<file path="src/rtl/c432_irq_capture.sv">
// rtl/c432_irq_capture.sv - captures c432 decoder interrupt events into a small FIFO with drop accounting
module c432_irq_capture #(
    parameter int DEPTH  = 4,
    parameter int DROP_W = 8,
    localparam int LW    = $clog2(DEPTH + 1),
    localparam int PW    = $clog2(DEPTH)
) (
    input  logic              clock,
    input  logic              reset_n,
    input  logic              in_valid,
    input  logic              pa,
    input  logic              pb,
    input  logic              pc,
    input  logic              irq,
    input  logic [2:0]        chan,
    output logic              out_valid,
    input  logic              out_ready,
    output logic [2:0]        out_chan,
    output logic [2:0]        out_bus,
    output logic [LW-1:0]     level,
    output logic              overflow,
    output logic [DROP_W-1:0] drop_cnt,
    input  logic              clr_ovf
);

    logic [5:0]    mem [DEPTH];
    logic [PW-1:0] rd_ptr;
    logic [PW-1:0] wr_ptr;
    logic [LW-1:0] level_q;

    logic push;
    logic pop;
    logic full;
    logic empty;
    logic accept;
    logic drop;

    assign push   = in_valid & irq;
    assign full   = (level_q == LW'(DEPTH));
    assign empty  = (level_q == '0);
    assign pop    = ~empty & out_ready;
    // A full FIFO still accepts a push when the head leaves in the same cycle.
    assign accept = push & (~full | pop);
    assign drop   = push & full & ~pop;

    always_ff @(posedge clock or negedge reset_n) begin
        if (!reset_n) begin
            for (int i = 0; i < DEPTH; i++) begin
                mem[i] <= '0;
            end
        end else if (accept) begin
            mem[wr_ptr] <= {pc, pb, pa, chan};
        end
    end

    always_ff @(posedge clock or negedge reset_n) begin
        if (!reset_n) begin
            wr_ptr  <= '0;
            rd_ptr  <= '0;
            level_q <= '0;
        end else begin
            if (accept) begin
                wr_ptr <= wr_ptr + PW'(1);
            end
            if (pop) begin
                rd_ptr <= rd_ptr + PW'(1);
            end
            case ({accept, pop})
                2'b10:   level_q <= level_q + LW'(1);
                2'b01:   level_q <= level_q - LW'(1);
                default: level_q <= level_q;
            endcase
        end
    end

    // A drop in the same cycle as a clear restarts the count at one.
    always_ff @(posedge clock or negedge reset_n) begin
        if (!reset_n) begin
            overflow <= 1'b0;
            drop_cnt <= '0;
        end else if (drop) begin
            overflow <= 1'b1;
            if (clr_ovf) begin
                drop_cnt <= DROP_W'(1);
            end else if (!(&drop_cnt)) begin
                drop_cnt <= drop_cnt + DROP_W'(1);
            end
        end else if (clr_ovf) begin
            overflow <= 1'b0;
            drop_cnt <= '0;
        end
    end

    assign out_valid           = ~empty;
    assign {out_bus, out_chan} = mem[rd_ptr];
    assign level               = level_q;

endmodule
</file>
<file path="config.mk">
export PLATFORM = sky130hd
export DESIGN_NAME = c432_irq_capture
export DESIGN_NICKNAME = d
export VERILOG_FILES = /design/src/rtl/c432_irq_capture.sv
export SDC_FILE = /design/constraint.sdc
export NUM_CORES = 1
export LEC_CHECK = 0
export BUFFER_PORTS_ARGS = -buffer_cell sky130_fd_sc_hd__buf_2
export CAP_MARGIN = 20
export CORE_ASPECT_RATIO = 0.6
export CORE_MARGIN = 4
export CORE_UTILIZATION = 25
export DETAILED_ROUTE_END_ITERATION = 16
export GPL_TIMING_DRIVEN = 0
export PLACE_DENSITY = 0.54
export SETUP_SLACK_MARGIN = 0.4
export SLEW_MARGIN = 20
export SYNTH_ARGS = -nofsm -noshare
export SYNTH_HDL_FRONTEND = slang
export SYNTH_SLANG_ARGS = --single-unit
</file>
<file path="constraint.sdc">
create_clock -name clock -period 2.45 [get_ports clock]
set_input_delay 0.3675 -clock clock [delete_from_list [all_inputs] [get_ports clock]]
set_output_delay 0.3675 -clock clock [all_outputs]
set_load 0.01 [all_outputs]
</file>
==> results of run 1 <==
==> power by group through the flow <==
stage / registers [W] / logic, W / clock network (W)
2_1_floorplan: 0.00106 / 0.000751 / 0
3_3_place_gp: 0.00108 / 0.00102 / 0
6_report: 0.00107 / 0.00110 / 0.000782
5_1_grt: 0.00110 / 0.00122 / 0.000840
4_1_cts: 0.00108 / 0.00105 / 0.000805
3_5_place_dp: 0.00109 / 0.00104 / 0
==> worst paths after layout <==
| check | depth (start not counted) | slack, ns | to | startpoint |
|---|---|---|---|---|
| max | 10 | 0.35 | level[2]$_DFFE_PN0P_ | level[1]$_DFFE_PN0P_ |
| min | 1 | 0.21 | level[2]$_DFFE_PN0P_ | reset_n |
| max reg2reg | 10 | 0.35 | level[2]$_DFFE_PN0P_ | level[1]$_DFFE_PN0P_ |
| min reg2reg | 1 | 0.50 | mem[15]$_DFFE_PN0P_ | mem[15]$_DFFE_PN0P_ |
| max in group asynchronous | 1 | 1.64 | level[0]$_DFFE_PN0P_ | reset_n |
| min in group clock | 2 | 0.37 | mem[3]$_DFFE_PN0P_ | pa |
==> metal layers <==
layer,GRT usage [%],vias to the layer above
met4,3.35,0
li1,-,607
met3,2.74,7
met5,0,-
met2,10.9,21
met1,13.4,615
==> what timing repair did <==
action	4_1_cts	5_1_grt
setup buffers	1	7
resized for setup	2	6
endpoints found under the setup margin	8	7
cloned	0	0
pin swaps	1	5
==> cell families after synthesis <==
logic type | share of synthesized area, %
AOI/OAI and AO/OA | 5.18
DFF | 51.1
and+or+nand+nor | 11.3
xor gates and xnor gates | 3.13
muxes | 21.7
adders and majority gates | 4.86
buffers and inverters | 2.68
==> layout make-up <==
cell class / instances / area, sq um
Buffer: 4 / 32.5
Tap cell: 104 / 130
Timing Repair Buffer: 37 / 205
Clock inverter: 1 / 30.0
Multi-Input combinational cell: 91 / 922
Clock buffer: 7 / 153
Inverter: 9 / 46.3
Fill cell: 763 / 4920
Sequential cell: 40 / 1000
==> per-stage QoR <==
step | hold slack [ns] | instance area, sq um | std cells | setup slack (ns)
finish | 0.211 | 2520 | 293 | 0.348
global route | 0.286 | 2520 | 293 | 0.221
CTS | 0.256 | 2450 | 286 | 0.243
detailed placement | 0.490 | 2260 | 277 | -0.0203
global placement | 0.482 | 2260 | 277 | 0.00256
floorplan | 0.0719 | 1980 | 144 | 0.168
==> flip-flops by register name, summed over array words and instances (netlist names) <==
| signal | flops |
|---|---|
| rd_ptr | 2 |
| drop_cnt | 8 |
| mem | 24 |
| level | 3 |
| wr_ptr | 2 |
| overflow | 1 |
==> layout by cell type (no fill, tap or decap), types with 2 or more instances in the layout <==
| cell | n |
|---|---|
| clkbuf_16 | 5 |
| mux2_2 | 24 |
| a211oi_1 | 2 |
| nand3_1 | 3 |
| nor3_1 | 2 |
| buf_4 | 8 |
| buf_1 | 2 |
| inv_1 | 7 |
| nor2_1 | 5 |
| clkbuf_8 | 2 |
| dfrtp_1 | 38 |
| mux2i_1 | 2 |
| or4_1 | 2 |
| o31ai_1 | 2 |
| xor2_1 | 4 |
| mux4_2 | 6 |
| and3_1 | 3 |
| buf_2 | 30 |
| dfrtp_2 | 2 |
| nand2_1 | 4 |
| a21oi_1 | 2 |
| xnor2_1 | 3 |
| ha_1 | 5 |
| nand2_4 | 4 |
| o21ai_0 | 3 |
==> worst max-delay path, stage by stage (launching register included) <==
cell and delay, ns:
dfrtp_2 0.42, nor4b_4 0.28, and2b_2 0.26, buf_12 0.13, clkinv_8 0.04, ha_4 0.13
inv_2 0.04, fa_2 0.32, xor2_1 0.14, nor2_1 0.12, xor2_1 0.14
==> metrics.md, run 1 <==
| Metric | Value |
|---|---|
| Met3 WL | 158 um |
| Most frequent cell after synthesis | dfrtp_1 |
| Slew Limit Fails | 0 |
| Switch Pwr | 0.000871 W |
| GRT Total Usage | 8.68% |
| Setup-failing EPs final | 0 |
| Clk buf depth | 2 |
| Seq pwr share | 36.3% |
| Endpoint type of the worst setup path | flop |
| Async S/R FF share, synth | 100% |
| Maximum VDD drop | 0.361 mV |
| Finished Core Util | 33.9% |
| Hold Fails Final Rpt | 0 |
| Met2 wire length | 1580 um |
| Syn. warnings | 0 |
| Initial antenna violation count | 0 |
| Sequential-to-total area share from yosys stat | 51.1% |
| # diodes | 0 |
| Fmax achieved | 476 MHz |
| Wirelength per Cell | 13.4 um |
| Synth area leader | dfrtp_1 |
| Sw Ratio | 29.5% |
| Area grow syn2layout | 28.8% |
| Synthesized Nets | 163 |
| Routed Antenna Nets | 0 |
| Number of global-route vias before repair | 1155 |
| Ys flop type | dfrtp_1 |
| Clk_lat worst skew | 0.28 ns |
| Largest cells by area after synthesis | dfrtp_1, mux2_2, mux4_2 |
| Clock Sinks | 40 |
| Pin count of the biggest net entering global routing | 41 |
| Number of core rows | 24 |
| Final WL | 3930 um |
| Die Y-Extent | 76.6 um |
| Seq cells post-synth | 40 |
| Mapped cell area | 1960 sq um |
| Io pins | 31 |
| Final Power | 0.00296 W |
| Hold Buf Count CTS | 0 |
| CTS tree | built |
| Reg clk slew, reported paths | 0.06 ns |
| CTS buffer count | 5 |
| Combinational share of power | 37.2% |
| Class of the worst hold path | primary input to async pin |
| Share of cells above drive strength 1 | 49.7% |
| Critical Path RT | 2.65 ns |
| Least-Margin Pin Slew | 0.891 ns |
| Die Width | 122 um |
| Port Buffers | 29 |
| Final net count | 207 |
| Outcome | finished clean |
| Final cycle utilization of the critical path | 85.8% |
| Gpl congestion | 0.718 |
| # H-tree levels | 2 |
| Int Pwr | 0.00208 W |
| Clock share of power | 26.5% |
| RSZ-0062 raised after global routing | yes |
| Critical Setup Path Class | flop to flop |
| Post-Syn Area per Cell | 13.6 sq um |
| Post-synth EDFFs | 0 |
| Minimum clock period | 2.10 ns |
| Commonest cells in the netlist | dfrtp_1, mux2_2, inv_1 |
| Global-route wire length before repair | 6200 um |
| Die ar. | 9360 sq um |
| Crit start category | flop |
| Drt initial violations | 39 |
| Total Neg Setup Slack | 0 ns |
| Initial Utilization | 26.3% |
| Post-synth cell types | 36 |
| Max_slew headroom | 40.6% |
| Number of max-cap violations | 0 |
| Drt drc | 0 |
| DR vias | 1250 |
| Top layer in use | met4 |
| Crit path DAT | 2.31 ns |
| Core area | 7450 sq um |
| Drt first pass iters | 4 |
| M1 WL | 2130 um |
| Leakage power | 1.17 nW |
| Vias per cell | 4.27 |
| DP HPWL | 2840 um |
| Synth top area share | 51.1% |
| Crit Path Max Fanout | 3 |
| Clock root cell | clkbuf_16 |
| Cell Pwr Density | 1170 nW/um^2 |
| Max Clock Skew | 0.00298 ns |
| GRT overflow | 0 |
| Mapped Cells | 144 |
(Power assumes the default switching activity.)
==> inputs of run 2 (changes only) <==
Settings changed: CORE_UTILIZATION 25 to 50, PLACE_DENSITY 0.54 to 0.86.
==> run 2 against run 1 <==
Worst hold slack lost 0.034 ns. Count of clock-buffer cells in the layout increased by 1. Critical path depth is the same. Fmax shrank 4.0%. Setup slack got worse by 0.087 ns. Routed wire length fell by 2.5%. Register-to-register slack worse by 0.09 ns. Flip-flop and latch count did not move. Via count grew 7.1%. Sequential power hardly changed. Sequential share of layout area increased by 3.1 points. Largest cell class unchanged. Highest routed layer unchanged.
==> metrics.md, run 2 (synthesis results as in run 1) <==
| Metric | Value |
|---|---|
| # fillers | 263 |
| Met2 wire length | 2000 um |
| Routed Antenna Nets | 0 |
| Hold WS | 0.177 ns |
| Clock root cell | clkbuf_8 |
| Commonest non-fill, non-tap cells in the layout | dfrtp_1, buf_2, mux2_2, inv_1, clkbuf_8 |
| Outcome | finished clean |
| Wirelength per Cell | 16.4 um |
| GRT Total Usage | 17.2% |
| Met3 WL | 157 um |
| Final WL | 3830 um |
| RSZ-0062 raised after global routing | yes |
| Crit start category | flop |
| # H-tree levels | 2 |
| Final net count | 204 |
| Critical Setup Path Class | flop to flop |
| Global-route wire length before repair | 6470 um |
| Drt first pass iters | 4 |
| Io pins | 31 |
| M1 WL | 1610 um |
| Max_slew headroom | 42.6% |
| Drt initial violations | 79 |
| Least-Margin Pin Slew | 0.861 ns |
| Initial Utilization | 52.6% |
| GRT overflow | 0 |
| Number of global-route vias before repair | 1358 |
| Maximum VDD drop | 0.533 mV |
| Core area | 3720 sq um |
| Top layer in use | met4 |
| Setup-failing EPs final | 0 |
| Pin count of the biggest net entering global routing | 41 |
| Area grow syn2layout | 19.4% |
| Vias per cell | 5.75 |
| Leakage power | 1.12 nW |
| Place WS | -0.0154 ns |
| Port Buffers | 29 |
| Final Power | 0.00261 W |
| DP HPWL | 2720 um |
| Class of the worst hold path | primary input to async pin |
| Clk_lat worst skew | 0.29 ns |
| Cell Pwr Density | 1110 nW/um^2 |
| Die Width | 88.8 um |
| Final cycle utilization of the critical path | 89.3% |
| Reg clk slew, reported paths | 0.08 ns |
| Initial antenna violation count | 0 |
| Fmax achieved | 457 MHz |
| CTS buffer count | 5 |
| Endpoint type of the worst setup path | flop |
| Gpl congestion | 0.820 |
| Die ar. | 5010 sq um |
| Most flop-heavy register | mem |
| Number of core rows | 17 |
| Clock Sinks | 40 |
| Number of max-cap violations | 0 |
| # diodes | 0 |
| Drt drc | 0 |
| Clk buf depth | 2 |
| Die Y-Extent | 56.5 um |
| Slew Limit Fails | 0 |
| Max Clock Skew | 0.00623 ns |
| Crit Path Max Fanout | 4 |
| CTS tree | built |
| Minimum clock period | 2.19 ns |
| Crit path DAT | 2.41 ns |
| Number of flip-flops under the largest register name | 24 |
| Share of cells above drive strength 1 | 48.4% |
| Hold Fails Final Rpt | 0 |
| DR vias | 1339 |
| Final Worst Setup Slack | 0.261 ns |
| Commonest non-fill, non-tap cell in the layout | dfrtp_1 |
| Critical Path RT | 2.68 ns |
run 2: changes by cell type in the layout (fill, tap and decap cells not counted), sizes merged:
cell / previous run / this run
buf: 41 / 38
bufinv: 1 / 0
clkbuf: 7 / 8
run 2: critical path, cell delays in order (launching register included):
cell      delay, ns
dfrtp_2        0.45
nor4b_4        0.31
and2b_2        0.27
buf_12         0.13
clkinv_4       0.04
ha_4           0.13
inv_2          0.04
fa_2           0.32
xor2_1         0.16
nor2_1         0.12
xor2_1         0.15
run 2: final cells by class:
class / count / area, sq um / share of cell area, %
buffer: 4 / 32.5 / 1.39
clock buffer: 8 / 100 / 4.28
tap: 47 / 58.8 / 2.51
sequential: 40 / 1000 / 42.9
multi-input combinational: 91 / 922 / 39.4
inverter: 9 / 38.8 / 1.66
timing repair buffer: 34 / 183 / 7.81
run 2: metrics by stage:
| stage | util [%] | area (sq um) | cells | setup TNS, ns |
|---|---|---|---|---|
| 2_1_floorplan | - | 1980 | 144 | 0 |
| 3_3_place_gp | 58.8 | 2190 | 220 | 0 |
| 3_5_place_dp | 58.8 | 2190 | 220 | -0.0154 |
| 4_1_cts | 61.8 | 2300 | 229 | 0 |
| 5_1_grt | 62.8 | 2340 | 233 | 0 |
| 6_report | 62.8 | 2340 | 233 | 0 |
run 2: per-layer routing:
layer	global-route usage, %	vias up
li1	-	600
met4	8.19	0
met2	26.6	37
met3	4.69	7
met1	22.2	695
met5	0	-
run 2: what timing repair did:
item,4_1_cts,5_1_grt
pin swaps,1,4
hold buffers,0,0
setup endpoints to repair,8,4
gates resized for setup,3,4
buffers inserted,1,4
run 2: path summary, 6_finish.rpt:
check,start,endpoint,slack (ns),cells past startpoint
min in group clock,chan[1],mem[13]$_DFFE_PN0P_,0.35,2
worst max register to register,level[1]$_DFFE_PN0P_,level[2]$_DFFE_PN0P_,0.26,10
max in group asynchronous,reset_n,level[1]$_DFFE_PN0P_,1.69,1
worst min-delay path,reset_n,overflow$_DFFE_PN0P_,0.18,1
worst min register to register,mem[16]$_DFFE_PN0P_,mem[16]$_DFFE_PN0P_,0.51,1
worst max-delay path,level[1]$_DFFE_PN0P_,level[2]$_DFFE_PN0P_,0.26,10
run 2: where the power goes:
group	internal, W	switching [W]
clock	0.000257	0.000221
sequential	0.000929	0.000158
combinational	0.000583	0.000457
total	0.00177	0.000836
==> inputs of run 3 (changes only) <==
Settings changed: CELL_PAD_IN_SITES_DETAIL_PLACEMENT set to 0, CELL_PAD_IN_SITES_GLOBAL_PLACEMENT set to 1, CORE_MARGIN 4 to 2, CORE_UTILIZATION 50 to 41.
==> run 3 against run 2 <==
Core utilization is 12 points lower. Clock power is 14% lower. Register-to-register slack hardly changed. Highest routed layer unchanged.
==> metrics.md, run 3 (synthesis results as in run 1) <==
| Metric | Value |
|---|---|
| Setup-failing EPs final | 0 |
| Crit Path Max Fanout | 2 |
| Routed Antenna Nets | 0 |
| Clock root cell | clkbuf_8 |
| Final WL | 3980 um |
| Drt initial violations | 51 |
| Slowest-stage cell, CP | dfrtp_2 |
| Final net count | 206 |
| Wirelength per Cell | 15.9 um |
| Commonest non-fill, non-tap cells in the layout | dfrtp_1, buf_2, mux2_2, inv_1, buf_4 |
| Gpl congestion | 0.804 |
| CTS buffer count | 5 |
| Outcome | finished clean |
| Number of global-route vias before repair | 1331 |
| Initial Utilization | 42.7% |
| Maximum VDD drop | 0.432 mV |
| Hold WS | 0.191 ns |
| Drt first pass iters | 4 |
| Clock Sinks | 40 |
| Reg clk slew, reported paths | 0.08 ns |
| Critical Path RT | 2.67 ns |
| Crit-path cells | nor4b_4 > and2b_2 > buf_8 > inv_4 > ha_4 > inv_2 > fa_2 > xor2_1 > nor2_1 > xor2_1 |
| Minimum clock period | 2.18 ns |
| Io pins | 31 |
| Max incr delay on CP | 0.43 ns |
| Leakage power | 1.12 nW |
| Max_slew headroom | 41.6% |
| Hold Fails Final Rpt | 0 |
| Drt drc | 0 |
| Die Width | 93.2 um |
| Initial antenna violation count | 0 |
| Crit start category | flop |
| Number of flip-flops under the largest register name | 24 |
| Non-filler instance count after layout | 251 |
| Slew Limit Fails | 0 |
| Max Clock Skew | 0.0108 ns |
| Port Buffers | 29 |
| Crit path DAT | 2.39 ns |
| Placed Cells | 236 |
| Cell Pwr Density | 1110 nW/um^2 |
| GRT overflow | 0 |
| Most flop-heavy register | mem |
| Area grow syn2layout | 20.1% |
| # diodes | 0 |
| Clk buf depth | 2 |
| Die Y-Extent | 57.5 um |
| DR vias | 1296 |
| Die ar. | 5360 sq um |
| Share of cells above drive strength 1 | 48.4% |
| RSZ-0062 raised after global routing | yes |
| Global-route wire length before repair | 6510 um |
| Critical path's most frequent cell | xor2_1 |
| Critical Setup Path Class | flop to flop |
| CTS tree | built |
| Vias per cell | 5.16 |
| Core area | 4590 sq um |
| Class of the worst hold path | primary input to async pin |
| Number of core rows | 19 |
| Least-Margin Pin Slew | 0.875 ns |
| # H-tree levels | 2 |
| Pin count of the biggest net entering global routing | 41 |
| Final cycle utilization of the critical path | 88.9% |
| GRT Total Usage | 16.3% |
| Endpoint type of the worst setup path | flop |
| Commonest non-fill, non-tap cell in the layout | dfrtp_1 |
| Total Neg Setup Slack | 0 ns |
| Number of max-cap violations | 0 |
| Fmax achieved | 459 MHz |
| Clk_lat worst skew | 0.29 ns |
| DP HPWL | 2790 um |
[run 3: changes by cell type in the layout (fill, tap and decap cells not counted), sizes merged]
| cell | delta |
|---|---|
| buf | +2 |
| clkbuf | -1 |
| inv | +1 |
[run 3: cell type report]
cell class / instances / area [sq um]
fill: 374 / 2240
sequential: 40 / 1000
multi-input combinational: 91 / 926
timing repair buffer: 36 / 198
tap: 63 / 78.8
clock buffer: 7 / 76.3
inverter: 9 / 36.3
buffer: 4 / 27.5
clock inverter: 1 / 5.00
[run 3: worst max-delay path: cells and delay by family (launching register included)]
family	cells	cell delay [ns]
xor gates and xnor gates	2	0.31
adders and majority gates	2	0.45
buffers and inverters	3	0.21
DFF	1	0.43
and+or+nand+nor	3	0.70
[run 3: worst paths after layout]
| path | startpoint | end | slack (ns) | cells past startpoint |
|---|---|---|---|---|
| worst min-delay path | reset_n | drop_cnt[0]$_DFFE_PN0P_ | 0.19 | 1 |
| max in group asynchronous | reset_n | level[0]$_DFFE_PN0P_ | 1.66 | 1 |
| min in group clock | pb | mem[10]$_DFFE_PN0P_ | 0.35 | 2 |
| worst max-delay path | level[1]$_DFFE_PN0P_ | level[2]$_DFFE_PN0P_ | 0.27 | 10 |
| worst max register to register | level[1]$_DFFE_PN0P_ | level[2]$_DFFE_PN0P_ | 0.27 | 10 |
| worst min register to register | mem[23]$_DFFE_PN0P_ | mem[23]$_DFFE_PN0P_ | 0.51 | 1 |
[run 3: per-stage QoR]
stage | worst slack, ns | cell area (sq um) | util, % | total power [W]
2_1_floorplan | 0.168 | 1980 | - | 0.00181
4_1_cts | 0.288 | 2330 | 50.7 | 0.00260
5_1_grt | 0.186 | 2350 | 51.2 | 0.00279
3_5_place_dp | -0.0320 | 2210 | 48.1 | 0.00214
3_3_place_gp | 0.0275 | 2210 | 48.1 | 0.00204
6_report | 0.271 | 2350 | 51.2 | 0.00261
[run 3: timing repair]
| item | CTS | global route |
|---|---|---|
| hold endpoints to repair | 0 | 0 |
| hold buffers | 0 | 0 |
| endpoints found under the setup margin | 8 | 5 |
| setup buffers | 4 | 3 |
| pin swaps | 3 | 0 |
| gates resized for setup | 5 | 1 |
[run 3: where the power goes]
part / switching (W) / internal, W / leakage (nW)
combinational: 0.000490 / 0.000620 / 0.580
sequential: 0.000158 / 0.000929 / 0.495
clock: 0.000211 / 0.000200 / 0.0422
[run 3: per-layer routing]
| metal | wire length, um | GRT usage, % | vias up |
|---|---|---|---|
| met1 | 1760 | 21.6 | 662 |
| met3 | 126 | 4.10 | 7 |
| met4 | 70 | 6.93 | 0 |
| li1 | - | - | 605 |
| met5 | 0 | 0 | - |
| met2 | 2030 | 25.8 | 22 |
